<file path="config.mk">
export PLATFORM = sky130hd
export DESIGN_NAME = target_scheduler
export DESIGN_NICKNAME = d
export VERILOG_FILES = /design/src/rtl/vga_pkg.sv /design/src/rtl/lfsr16.sv /design/src/rtl/target_scheduler.sv
export SDC_FILE = /design/constraint.sdc
export NUM_CORES = 1
export LEC_CHECK = 0
export CAP_MARGIN = 0
export CELL_PAD_IN_SITES_DETAIL_PLACEMENT = 1
export CELL_PAD_IN_SITES_GLOBAL_PLACEMENT = 2
export CORE_ASPECT_RATIO = 1.1
export CORE_MARGIN = 1
export CORE_UTILIZATION = 36
export DETAILED_ROUTE_END_ITERATION = 8
export PLACE_DENSITY = 0.9
export SYNTH_ARGS = -nofsm -noshare
export SYNTH_HDL_FRONTEND = slang
export SYNTH_SLANG_ARGS = --single-unit
</file>
<file path="constraint.sdc">
create_clock -name clk -period 9.4 [get_ports clk]
set_input_delay 1.88 -clock clk [delete_from_list [all_inputs] [get_ports clk]]
set_output_delay 1.88 -clock clk [all_outputs]
set_load 0.02 [all_outputs]
</file>
<file path="src/rtl/vga_pkg.sv">
// rtl/vga_pkg.sv - shared VGA frame geometry, colours and target FSM encodings
package vga_pkg;

    localparam int FRAME_WIDTH  = 1280;
    localparam int FRAME_HEIGHT = 1024;

    localparam logic [11:0] COLOUR_BLACK = 12'h000;
    localparam logic [11:0] COLOUR_WHITE = 12'hFFF;
    localparam logic [11:0] COLOUR_RED   = 12'hF00;

    typedef enum logic [2:0] {
        ST_IDLE   = 3'd0,
        ST_SPAWN  = 3'd1,
        ST_ACTIVE = 3'd2,
        ST_HIT    = 3'd3
    } state_t;

    // One subtraction is enough to bring any candidate below lim: cand < 2*lim always holds.
    function automatic logic [11:0] fold_pos(input logic [11:0] cand, input logic [11:0] lim);
        return (cand >= lim) ? (cand - lim) : cand;
    endfunction

endpackage

</file>
<file path="src/rtl/lfsr16.sv">
// rtl/lfsr16.sv - 16-bit Fibonacci LFSR, taps 16,14,13,11, free-running
module lfsr16 (
    input  logic        clk,
    input  logic        reset,
    input  logic [15:0] seed,
    output logic [15:0] q
);

    always_ff @(posedge clk) begin
        if (reset) q <= seed;
        else       q <= {q[14:0], q[15] ^ q[13] ^ q[12] ^ q[10]};
    end

endmodule

</file>
<file path="src/rtl/target_scheduler.sv">
// rtl/target_scheduler.sv - target spawn/hit/timeout game controller for the VGA overlay
module target_scheduler #(
    parameter int          FRAME_WIDTH     = vga_pkg::FRAME_WIDTH,
    parameter int          FRAME_HEIGHT    = vga_pkg::FRAME_HEIGHT,
    parameter int          MAX_SIZE        = 128,
    parameter int          MIN_SIZE        = 16,
    parameter int          SIZE_STEP       = 8,
    parameter int          HOLD_FRAMES     = 4,
    parameter int          TIMEOUT_FRAMES  = 600,
    parameter int          COOLDOWN_FRAMES = 30,
    parameter logic [15:0] LFSR_SEED       = 16'hACE1
) (
    input  logic        clk,
    input  logic        reset,
    input  logic        frame_start,
    input  logic        enable,
    input  logic        marker_valid,
    input  logic [11:0] MarkerCoord_X,
    input  logic [11:0] MarkerCoord_Y,
    output logic [11:0] Coord_X,
    output logic [11:0] Coord_Y,
    output logic [7:0]  targetSize,
    output logic        target_en,
    output logic        hit_pulse,
    output logic [15:0] score,
    output logic [7:0]  misses,
    output logic [2:0]  state_dbg
);

    import vga_pkg::*;

    localparam int HW = $clog2(HOLD_FRAMES) + 1;
    localparam int FW = $clog2(TIMEOUT_FRAMES) + 1;
    localparam int CW = $clog2(COOLDOWN_FRAMES) + 1;

    state_t         state, state_n;
    logic [11:0]    x_n, y_n;
    logic [7:0]     size_n;
    logic           en_n, hit_n;
    logic [15:0]    score_n;
    logic [7:0]     misses_n;
    logic [HW-1:0]  hold_cnt, hold_n;
    logic [FW-1:0]  frame_cnt, frame_n;
    logic [CW-1:0]  cool_cnt, cool_n;
    logic [15:0]    lfsr;

    lfsr16 u_lfsr (
        .clk   (clk),
        .reset (reset),
        .seed  (LFSR_SEED),
        .q     (lfsr)
    );

    logic [11:0] spawn_x, spawn_y;
    always_comb begin
        spawn_x = fold_pos({1'b0, lfsr[10:0]}, 12'(FRAME_WIDTH)  - {4'd0, targetSize});
        spawn_y = fold_pos({2'b0, lfsr[15:6]}, 12'(FRAME_HEIGHT) - {4'd0, targetSize});
    end

    // Widened to 13 bits so coordinate + size never wraps.
    logic [12:0] mx, my, tx, ty, sz;
    logic        overlap, ov_valid;
    always_comb begin
        mx = {1'b0, MarkerCoord_X};
        my = {1'b0, MarkerCoord_Y};
        tx = {1'b0, Coord_X};
        ty = {1'b0, Coord_Y};
        sz = {5'd0, targetSize};
        overlap  = (mx < tx + sz) && (tx < mx + sz) && (my < ty + sz) && (ty < my + sz);
        ov_valid = overlap && marker_valid;
    end

    always_comb begin
        state_n  = state;
        x_n      = Coord_X;
        y_n      = Coord_Y;
        size_n   = targetSize;
        en_n     = target_en;
        hit_n    = 1'b0;
        score_n  = score;
        misses_n = misses;
        hold_n   = hold_cnt;
        frame_n  = frame_cnt;
        cool_n   = cool_cnt;
        if (frame_start) begin
            if (!enable) begin
                state_n = ST_IDLE;
                en_n    = 1'b0;
            end else begin
                case (state)
                    ST_IDLE: begin
                        state_n = ST_SPAWN;
                        size_n  = 8'(MAX_SIZE);
                        en_n    = 1'b0;
                    end
                    ST_SPAWN: begin
                        x_n     = spawn_x;
                        y_n     = spawn_y;
                        en_n    = 1'b1;
                        frame_n = '0;
                        hold_n  = '0;
                        state_n = ST_ACTIVE;
                    end
                    ST_ACTIVE: begin
                        hold_n = ov_valid ? hold_cnt + 1'b1 : '0;
                        // Hit is tested first so a hit on the timeout frame does not count a miss.
                        if (ov_valid && hold_cnt == HW'(HOLD_FRAMES - 1)) begin
                            hit_n   = 1'b1;
                            score_n = (score == 16'hFFFF) ? score : score + 16'd1;
                            size_n  = (targetSize >= 8'(MIN_SIZE + SIZE_STEP)) ?
                                      targetSize - 8'(SIZE_STEP) : 8'(MIN_SIZE);
                            en_n    = 1'b0;
                            cool_n  = '0;
                            hold_n  = '0;
                            state_n = ST_HIT;
                        end else if (frame_cnt == FW'(TIMEOUT_FRAMES - 1)) begin
                            misses_n = (misses == 8'hFF) ? misses : misses + 8'd1;
                            state_n  = ST_SPAWN;
                        end else begin
                            frame_n = frame_cnt + 1'b1;
                        end
                    end
                    ST_HIT: begin
                        cool_n = cool_cnt + 1'b1;
                        if (cool_cnt == CW'(COOLDOWN_FRAMES - 1)) state_n = ST_SPAWN;
                    end
                    default: state_n = ST_IDLE;
                endcase
            end
        end
    end

    always_ff @(posedge clk) begin
        if (reset) begin
            state      <= ST_IDLE;
            Coord_X    <= '0;
            Coord_Y    <= '0;
            targetSize <= 8'(MAX_SIZE);
            target_en  <= 1'b0;
            hit_pulse  <= 1'b0;
            score      <= '0;
            misses     <= '0;
            hold_cnt   <= '0;
            frame_cnt  <= '0;
            cool_cnt   <= '0;
        end else begin
            state      <= state_n;
            Coord_X    <= x_n;
            Coord_Y    <= y_n;
            targetSize <= size_n;
            target_en  <= en_n;
            hit_pulse  <= hit_n;
            score      <= score_n;
            misses     <= misses_n;
            hold_cnt   <= hold_n;
            frame_cnt  <= frame_n;
            cool_cnt   <= cool_n;
        end
    end

    assign state_dbg = state;

endmodule
</file>
==> flow_metrics.env, run 1 <==
export IMPL_outcome="finished clean"
export IMPL_drt_wl_total_um=19600
export IMPL_synth_ff_type="dfxtp_1"
export IMPL_gr_usage_met3_pct=1.78
export IMPL_hold_class="reg -> reg"
export IMPL_num_vias=6429
export IMPL_yosysTopAreaCell="dfxtp_1"
export IMPL_rsz0062_at_grt="no"
export IMPL_synth_seq_cells=93
export IMPL_met2_usage_pct=35.5
export IMPL_max_cap_viol_count=0
export IMPL_synth_top_family_by_area="compound AO/OA/AOI/OAI gates"
export IMPL_synth_mux_area_share_pct=2.66
export IMPL_ys_seq_area_share_pct=26.9
export IMPL_clk_pin_slew_ns=0.07
export IMPL_p_leak_uw=0.00319
export IMPL_synth_cells=830
export IMPL_viasPerCell=5.58
export IMPL_critPathSlowestCell="or4_1"
export IMPL_slew_limit_headroom_pct=31.7
export IMPL_fp_dieW_um=134
export IMPL_initial_utilization_pct=37.2
export IMPL_cts_tree="yes"
export IMPL_grt_max_degree=65
export IMPL_first_global_vias=6511
export IMPL_ir_worst_vdd_uv=84.7
export IMPL_endpoint="score[9]$_SDFFE_PP0P_"
export IMPL_die_h_um=147
export IMPL_gp_congestion=0.817
export IMPL_tns_ns=0
export IMPL_fin_skew_ns=0.0158
export IMPL_coreArea_um2=18600
export IMPL_synth_xor_area_share_pct=5.44
export IMPL_die_area_um2=19800
export IMPL_yosys_area_share_simple_pct=21.6
export IMPL_synth_area_um2=6920
export IMPL_hold_buffers=0
export IMPL_slowest_delay_ns=0.54
export IMPL_drtIter0Drc=209
export IMPL_synth_compound_area_share_pct=22.1
export IMPL_synth_async_reset_ratio_pct=0
export IMPL_finalNetCount=1027
export IMPL_fmax_mhz=172
export IMPL_cts_setup_buffers=0
export IMPL_tightest_slew_ns=1.03
export IMPL_yosysWarnings=0
export IMPL_io_pin_count=90
export IMPL_p_per_area_nw_per_um2=121
export IMPL_grt_ovfl_total=0
export IMPL_syn_to_final_growth_pct=20.7
export IMPL_cts_resized=0
export IMPL_drt_first_pass_iters=4
export IMPL_io_buffer_count=85
export IMPL_root_buffer="clkbuf_16"
export IMPL_synth_edff_count=0
export IMPL_slew_violations=0
export IMPL_grt_usage_pct=20.4
export IMPL_synth_top_area_share_pct=26.9
export IMPL_reg2reg_depth=14
export IMPL_post_route_drc_count=0
export IMPL_cts_max_level=3
export IMPL_row_count=52
export IMPL_timing_rr_end="score[9]$_SDFFE_PP0P_"
export IMPL_synth_commonest_cells="dfxtp_1, ha_1, a21oi_1"
export IMPL_startpoint="MarkerCoord_X[4]"
export IMPL_grt_antenna_before_repair=0
export IMPL_path_class="in -> reg"
export IMPL_worstSkewPairLatency_ns=0.35
export IMPL_crit_chain="clkdlybuf4s50_1 > ha_1 > a211oi_1 > nor2_1 > o31a_1 > xnor2_1 > ha_1 > nand2_1 > a21oi_1 > a211oi_1 > o221ai_1 > a221oi_4 > o2111ai_2 > or4_1 > a21oi_1"
export IMPL_path_max_fanout=16
export IMPL_hold_violations=0
export IMPL_hpwl_um=14900
export IMPL_yosys_top_cells_area="dfxtp_1, ha_1, a21oi_1, o21ai_0, nand2_1"
export IMPL_cts_buffers=9
export IMPL_crit_required_ns=9.67
export IMPL_postSynthAreaPerCell_um2=8.33
export IMPL_reg2reg_from="targetSize[4]$_SDFFE_PP0P_"
export IMPL_period_share_pct=62.0
export IMPL_end_kind="flip-flop"
export IMPL_drive_gt1_share_pct=5.60
export IMPL_cts_sinks=93
export IMPL_grt_pass1_wl_um=32400
export IMPL_critPathLaunchType="input port"
export IMPL_ff2ff_setup_slack_ns=4.77
export IMPL_arrival_ns=6.10
export IMPL_avgRoutedWirePerCell_um=17.0
export IMPL_synthAdderAreaFrac_pct=16.8
export IMPL_clk_path_buf_depth=2
export IMPL_total_power_uw=1010
export IMPL_ant_nets=0
export IMPL_busiest_layer="met2"
export IMPL_ys_types=73
export IMPL_global_route_usage_met1_pct=26.7
export IMPL_n_antenna_cell=0
export IMPL_post_route_min_period_ns=5.83
export IMPL_timing_final_setup_violations=0
worst min-delay path by stage:
stage               cells past startpoint                  endpoint  slack (ns)                startpoint
floorplan                               2  hold_cnt[2]$_SDFFE_PP0P_        0.43  hold_cnt[2]$_SDFFE_PP0P_
detailed placement                      2  hold_cnt[2]$_SDFFE_PP0P_        0.46  hold_cnt[2]$_SDFFE_PP0P_
global route                            2  hold_cnt[2]$_SDFFE_PP0P_        0.50  hold_cnt[2]$_SDFFE_PP0P_
global placement                        2  hold_cnt[2]$_SDFFE_PP0P_        0.44  hold_cnt[2]$_SDFFE_PP0P_
CTS                                     2  hold_cnt[2]$_SDFFE_PP0P_        0.49  hold_cnt[2]$_SDFFE_PP0P_
finish                                  2  hold_cnt[2]$_SDFFE_PP0P_        0.48  hold_cnt[2]$_SDFFE_PP0P_
logic make-up after synthesis:
logic type | after synthesis
adder cells (fa/ha/maj) | 93
other | 1
XOR/XNOR | 43
buffers and inverters | 75
flip-flops | 93
multiplexers | 18
AND/OR/NAND/NOR | 276
AO/OA/AOI/OAI | 231
metrics by stage:
| stage | instances | hold slack [ns] | instance area (um2) | setup WS [ns] | util, % |
|---|---|---|---|---|---|
| after global placement | 1137 | 0.441 | 7980 | 3.29 | 42.9 |
| after CTS | 1153 | 0.487 | 8350 | 3.56 | 44.9 |
| after global routing | 1153 | 0.503 | 8350 | 3.13 | 44.9 |
| after floorplan | 836 | 0.432 | 6940 | 4.26 | - |
| final | 1153 | 0.481 | 8350 | 3.57 | 44.9 |
| after detailed placement | 1137 | 0.457 | 7980 | 3.19 | 42.9 |
area by class of cell:
type / count / area [um2]
clock buffer: 9 / 225
clock inverter: 7 / 145
fill: 2265 / 10300
inverter: 44 / 165
multi-input combinational: 668 / 4770
sequential: 93 / 1860
tap: 243 / 304
timing repair buffer: 89 / 876
power by group:
| part | leakage [uW] | switching [uW] | internal (uW) |
|---|---|---|---|
| registers | 0.000754 | 10.3 | 402 |
| clock network | 0.000176 | 164 | 288 |
| logic | 0.00226 | 79.7 | 64.3 |
| total | 0.00319 | 254 | 754 |
layer usage:
layer	vias up	share of wire, %
met1	3087	48
li1	3229	-
met4	0	1.5
met2	95	48
met3	18	2.9
met5	-	0
cell usage in the layout (no fill, tap or decap), types with 12 or more instances in the layout:
| master | n |
|---|---|
| or4_1 | 19 |
| o21a_1 | 12 |
| dfxtp_1 | 93 |
| mux2i_1 | 15 |
| nor3_1 | 12 |
| inv_1 | 44 |
| and3_1 | 13 |
| o31ai_1 | 22 |
| xnor2_1 | 22 |
| xor2_1 | 21 |
| a21oi_1 | 73 |
| ha_1 | 93 |
| o21ai_0 | 48 |
| or2_2 | 12 |
| nor2_1 | 48 |
| nand3_1 | 36 |
| clkdlybuf4s50_1 | 84 |
| nand4_1 | 15 |
| nand2_1 | 57 |
flip-flops by register name, indices dropped and copies added, names as in the netlist:
name	cells
Coord_X	12
Coord_Y	12
cool_cnt	6
frame_cnt	11
hit_pulse	1
hold_cnt	3
misses	8
score	16
state_dbg	2
targetSize	5
target_en	1
u_lfsr.q	16
critical path: cells and delay by family:
| family | cells | cell delay (ns) |
|---|---|---|
| xor gates and xnor gates | 1 | 0.15 |
| buffers and inverters | 1 | 0.43 |
| AOI/OAI and AO/OA | 8 | 2.24 |
| and+or+nand+nor | 3 | 0.73 |
| adders and majority gates | 2 | 0.67 |
Note: power is estimated with default switching activity, not from simulation.
==> inputs of run 2 (changes only) <==
CORE_UTILIZATION = 34   (was 36)
PLACE_DENSITY = 0.86   (was 0.9)
clock period = 6.1 ns   (was 9.4 ns; I/O delays follow)
==> run 2 against run 1 <==
Design area decreased by 0.60%; critical path depth rose by 2; worst setup slack got worse by 2.7 ns; die area grew 5.8%; critical endpoint is now score[7]$_SDFFE_PP0P_; cell count grew 0.87%; clock-buffer cell count unchanged; utilization fell by 3.1 points; critical path type unchanged; highest routed layer unchanged; register-to-register slack worse by 3.4 ns; sequential power increased by 54%.
==> flow_metrics.env, run 2 (synthesis results as in run 1) <==
export IMPL_outcome="finished clean"
export IMPL_n_antenna_cell=0
export IMPL_fin_skew_ns=0.0115
export IMPL_io_pin_count=90
export IMPL_slowest_delay_ns=0.54
export IMPL_hold_class="reg -> reg"
export IMPL_tightest_slew_ns=1.04
export IMPL_grt_antenna_before_repair=0
export IMPL_path_max_fanout=16
export IMPL_cp_common_cell="a21oi_1"
export IMPL_hold_violations=0
export IMPL_dp_slack_ns=0.488
export IMPL_die_area_um2=20900
export IMPL_first_global_vias=6444
export IMPL_ant_nets=0
export IMPL_post_route_min_period_ns=5.27
export IMPL_path_class="in -> reg"
export IMPL_crit_buf_inv=1
export IMPL_avgRoutedWirePerCell_um=16.9
export IMPL_slew_limit_headroom_pct=30.9
export IMPL_end_kind="flip-flop"
export IMPL_grt_max_degree=65
export IMPL_tns_ns=0
export IMPL_cts_setup_buffers=0
export IMPL_initial_utilization_pct=34.8
export IMPL_p_leak_uw=0.00316
export IMPL_period_share_pct=86.4
export IMPL_fp_dieW_um=138
export IMPL_ir_worst_vdd_uv=121
export IMPL_io_buffer_count=85
export IMPL_nFillCells=2381
export IMPL_critPathLaunchType="input port"
export IMPL_crit_chain="clkdlybuf4s50_1 > ha_1 > a21oi_1 > o21bai_1 > o211ai_1 > nand2_1 > and3_1 > xnor2_1 > ha_1 > a211oi_1 > o21a_1 > a21oi_1 > o21ai_0 > o22a_4 > o2111ai_2 > or4_1 > a21oi_1"
export IMPL_clk_path_buf_depth=2
export IMPL_finalNetCount=1028
export IMPL_drt_wl_total_um=19700
export IMPL_drt_first_pass_iters=4
export IMPL_post_route_drc_count=0
export IMPL_drtIter0Drc=234
export IMPL_crit_required_ns=6.38
export IMPL_cts_buffers=9
export IMPL_grt_usage_pct=19.5
export IMPL_cts_resized=0
export IMPL_grt_ovfl_total=0
export IMPL_hold_buffers=0
export IMPL_fin_util_pct=41.8
export IMPL_gp_congestion=0.803
export IMPL_cts_max_level=3
export IMPL_grt_pass1_wl_um=33000
export IMPL_worstSkewPairLatency_ns=0.36
export IMPL_place_inst=1147
export IMPL_slew_violations=0
export IMPL_clk_pin_slew_ns=0.07
export IMPL_root_buffer="clkbuf_16"
export IMPL_row_count=54
export IMPL_die_h_um=152
export IMPL_whs_ns=0.454
export IMPL_cp_top_family="compound AO/OA/AOI/OAI gates"
export IMPL_syn_to_final_growth_pct=20.0
export IMPL_layout_common_cells="dfxtp_1, ha_1, clkdlybuf4s50_1"
export IMPL_max_cap_viol_count=0
export IMPL_arrival_ns=5.55
export IMPL_stdcell_count=1163
export IMPL_timing_final_setup_violations=0
export IMPL_cts_sinks=93
export IMPL_hpwl_um=15000
export IMPL_fmax_mhz=190
export IMPL_p_per_area_nw_per_um2=173
export IMPL_top_regs="score x16, u_lfsr.q x16"
export IMPL_critPathSlowestCell="or4_1"
export IMPL_coreArea_um2=19900
export IMPL_num_vias=6413
export IMPL_setup_slack_ns=0.831
export IMPL_viasPerCell=5.51
export IMPL_drive_gt1_share_pct=5.71
export IMPL_rsz0062_at_grt="no"
export IMPL_cts_tree="yes"
run 2: cell count changes in the layout (fill, tap and decap cells not counted):
cell        delta
buf_4          +1
clkinv_4       +2
bufinv_16      -3
clkinvlp_4     +1
clkinv_2       +1
inv_6          -1
run 2: power by group:
part,internal [uW],leakage (uW),switching [uW],total [uW]
clock network,319,0.000142,260,580
registers,619,0.000754,15.7,634
logic,98.9,0.00227,123,222
total,1040,0.00316,399,1440
run 2: routing by layer:
metal  part of all wire, %  vias up  track usage, %
li1                      -     3238               -
met1                    50     3068            25.8
met2                    46       90            32.8
met3                   2.6       17            2.45
met4                   1.8        0            6.37
met5                     0        -               0
run 2: layout make-up:
cell class                 instances  area (um2)  share of cell area (%)
inverter                          44         165                    1.99
clock buffer                       9         225                    2.71
clock inverter                     7        76.3                   0.920
multi-input combinational        668        4770                    57.5
timing repair buffer              90         883                    10.6
tap                              252         315                    3.80
sequential                        93        1860                    22.4
run 2: stage by stage:
stage               instance area (um2)  power (uW)
global placement                   8000         866
global route                       8300        1510
CTS                                8300        1450
detailed placement                 8000         870
finish                             8300        1440
floorplan                          6940         794
run 2: worst min-delay path, delay by kind of cell (launching register included):
| kind | cells | cell delay, ns |
|---|---|---|
| DFF | 1 | 0.31 |
| AOI/OAI and AO/OA | 1 | 0.05 |
| and+or+nand+nor | 1 | 0.05 |
run 2: path summary, 6_finish.rpt:
kind / depth (start not counted) / endpoint / start / slack, ns
setup / recovery: 17 / score[7]$_SDFFE_PP0P_ / MarkerCoord_Y[4] / 0.83
hold / removal: 2 / hold_cnt[2]$_SDFFE_PP0P_ / hold_cnt[2]$_SDFFE_PP0P_ / 0.45
setup reg to reg: 14 / score[7]$_SDFFE_PP0P_ / targetSize[4]$_SDFFE_PP0P_ / 1.40
hold reg to reg: 2 / hold_cnt[2]$_SDFFE_PP0P_ / hold_cnt[2]$_SDFFE_PP0P_ / 0.45
==> inputs of run 3 (changes only) <==
CORE_ASPECT_RATIO = 1.75   (was 1.1)
==> run 3 against run 2 <==
Sequential power about the same; non-clock buffer count increased by 4; clock-buffer cell count increased by 1.
==> flow_metrics.env, run 3 (synthesis results as in run 1) <==
export IMPL_slew_limit_headroom_pct=31.5
export IMPL_drtIter0Drc=195
export IMPL_hold_class="reg -> reg"
export IMPL_syn_to_final_growth_pct=20.6
export IMPL_viasPerCell=5.64
export IMPL_fin_skew_ns=0.0108
export IMPL_cts_max_level=3
export IMPL_whs_ns=0.482
export IMPL_period_share_pct=86.6
export IMPL_slew_violations=0
export IMPL_gp_congestion=0.833
export IMPL_ant_nets=0
export IMPL_end_kind="flip-flop"
export IMPL_layout_common_cells="dfxtp_1, ha_1, clkdlybuf4s50_1"
export IMPL_top_regs="score x16, u_lfsr.q x16"
export IMPL_crit_chain="clkdlybuf4s50_1 > ha_1 > a21oi_1 > o21bai_1 > o211ai_1 > nand2_1 > and3_1 > xnor2_1 > ha_1 > a211oi_1 > o21a_1 > a21oi_1 > o21ai_0 > o22a_4 > o2111ai_2 > or4_1 > a21oi_1"
export IMPL_fmax_mhz=189
export IMPL_critPathSlowestCell="or4_1"
export IMPL_cts_setup_buffers=0
export IMPL_drt_first_pass_iters=4
export IMPL_grt_max_degree=64
export IMPL_tightest_slew_ns=1.03
export IMPL_critPathLaunchType="input port"
export IMPL_post_route_min_period_ns=5.28
export IMPL_path_class="in -> reg"
export IMPL_io_buffer_count=85
export IMPL_max_cap_viol_count=0
export IMPL_first_global_vias=6850
export IMPL_rsz0062_at_grt="no"
export IMPL_hpwl_um=17100
export IMPL_cts_sinks=93
export IMPL_initial_utilization_pct=34.9
export IMPL_reg2reg_depth=15
export IMPL_coreArea_um2=19800
export IMPL_worstSkewPairLatency_ns=0.36
export IMPL_row_count=68
export IMPL_clk_path_buf_depth=2
export IMPL_clk_pin_slew_ns=0.07
export IMPL_tns_ns=0
export IMPL_grt_usage_pct=21.4
export IMPL_ff2ff_setup_slack_ns=1.44
export IMPL_drt_wl_total_um=21300
export IMPL_hold_violations=0
export IMPL_crit_required_ns=6.38
export IMPL_p_per_area_nw_per_um2=177
export IMPL_arrival_ns=5.56
export IMPL_n_antenna_cell=0
export IMPL_timing_final_setup_violations=0
export IMPL_die_h_um=191
export IMPL_avgRoutedWirePerCell_um=18.4
export IMPL_fp_dieW_um=110
export IMPL_finalNetCount=1032
export IMPL_cts_resized=0
export IMPL_path_max_fanout=16
export IMPL_io_pin_count=90
export IMPL_p_leak_uw=0.00320
export IMPL_post_route_drc_count=0
export IMPL_num_vias=6547
export IMPL_cts_buffers=9
export IMPL_stdcell_count=1160
export IMPL_drive_gt1_share_pct=6.12
export IMPL_cp_common_cell="a21oi_1"
export IMPL_outcome="finished clean"
export IMPL_reg2reg_from="targetSize[5]$_SDFFE_PP0P_"
export IMPL_worst_hold_startpoint="hold_cnt[2]$_SDFFE_PP0P_"
export IMPL_grt_antenna_before_repair=0
export IMPL_cts_tree="yes"
export IMPL_die_area_um2=20900
export IMPL_grt_ovfl_total=0
export IMPL_timing_rr_end="score[5]$_SDFFE_PP0P_"
export IMPL_hold_buffers=0
export IMPL_whs_path_depth=2
export IMPL_root_buffer="clkbuf_16"
export IMPL_ir_worst_vdd_uv=140
export IMPL_holdPathEnd="hold_cnt[2]$_SDFFE_PP0P_"
export IMPL_place_inst=1144
export IMPL_grt_pass1_wl_um=34400
export IMPL_slowest_delay_ns=0.57
## run 3: area by class of cell
class	instances	area, um2
Fill cell	2376	11500
Clock buffer	10	239
Sequential cell	93	1860
Inverter	44	165
Tap cell	245	307
Clock inverter	6	86.3
Timing Repair Buffer	94	913
Multi-Input combinational cell	668	4770
## run 3: how the worst max path moves through the flow
stage                      from                     end  slack, ns  cells past startpoint
3_3_place_gp   MarkerCoord_X[4]  score[11]$_SDFFE_PP0P_       0.70                     15
5_1_grt        MarkerCoord_Y[4]   score[5]$_SDFFE_PP0P_       0.43                     17
6_report       MarkerCoord_Y[4]   score[5]$_SDFFE_PP0P_       0.82                     17
4_1_cts        MarkerCoord_Y[4]  score[13]$_SDFFE_PP0P_       0.79                     17
3_5_place_dp   MarkerCoord_Y[4]  score[13]$_SDFFE_PP0P_       0.44                     17
2_1_floorplan  MarkerCoord_Y[4]  misses[3]$_SDFFE_PP0P_       1.62                     17
## run 3: worst max-delay path: cells and delay by family
family | cells | cell delay, ns
buffers and inverters | 1 | 0.45
XOR/XNOR | 1 | 0.12
adder cells (fa/ha/maj) | 2 | 0.65
AO/OA/AOI/OAI | 10 | 2.22
AND/OR/NAND/NOR | 3 | 0.90
## run 3: power breakdown
group,internal [uW],leakage [uW],switching [uW]
Combinational,99.4,0.00229,125
Sequential,619,0.000754,16.3
Clock,370,0.000158,251
## run 3: layer usage
metal  up-vias  global-route usage (%)  wire length [um]
li1       3230                       -                 -
met1      3180                    20.7              7900
met2        95                    42.8             12100
met3        42                    2.36               498
met4         0                    10.7               863
met5         -                       0                 0
## run 3: per-stage QoR
stage / setup WS [ns] / cell area, um2 / utilization, % / power [uW]
4_1_cts: 0.790 / 8350 / 42.1 / 1500
5_1_grt: 0.425 / 8350 / 42.1 / 1540
6_report: 0.817 / 8350 / 42.1 / 1480
2_1_floorplan: 1.62 / 6940 / - / 794
3_3_place_gp: 0.695 / 8020 / 40.5 / 871
3_5_place_dp: 0.438 / 8020 / 40.5 / 875
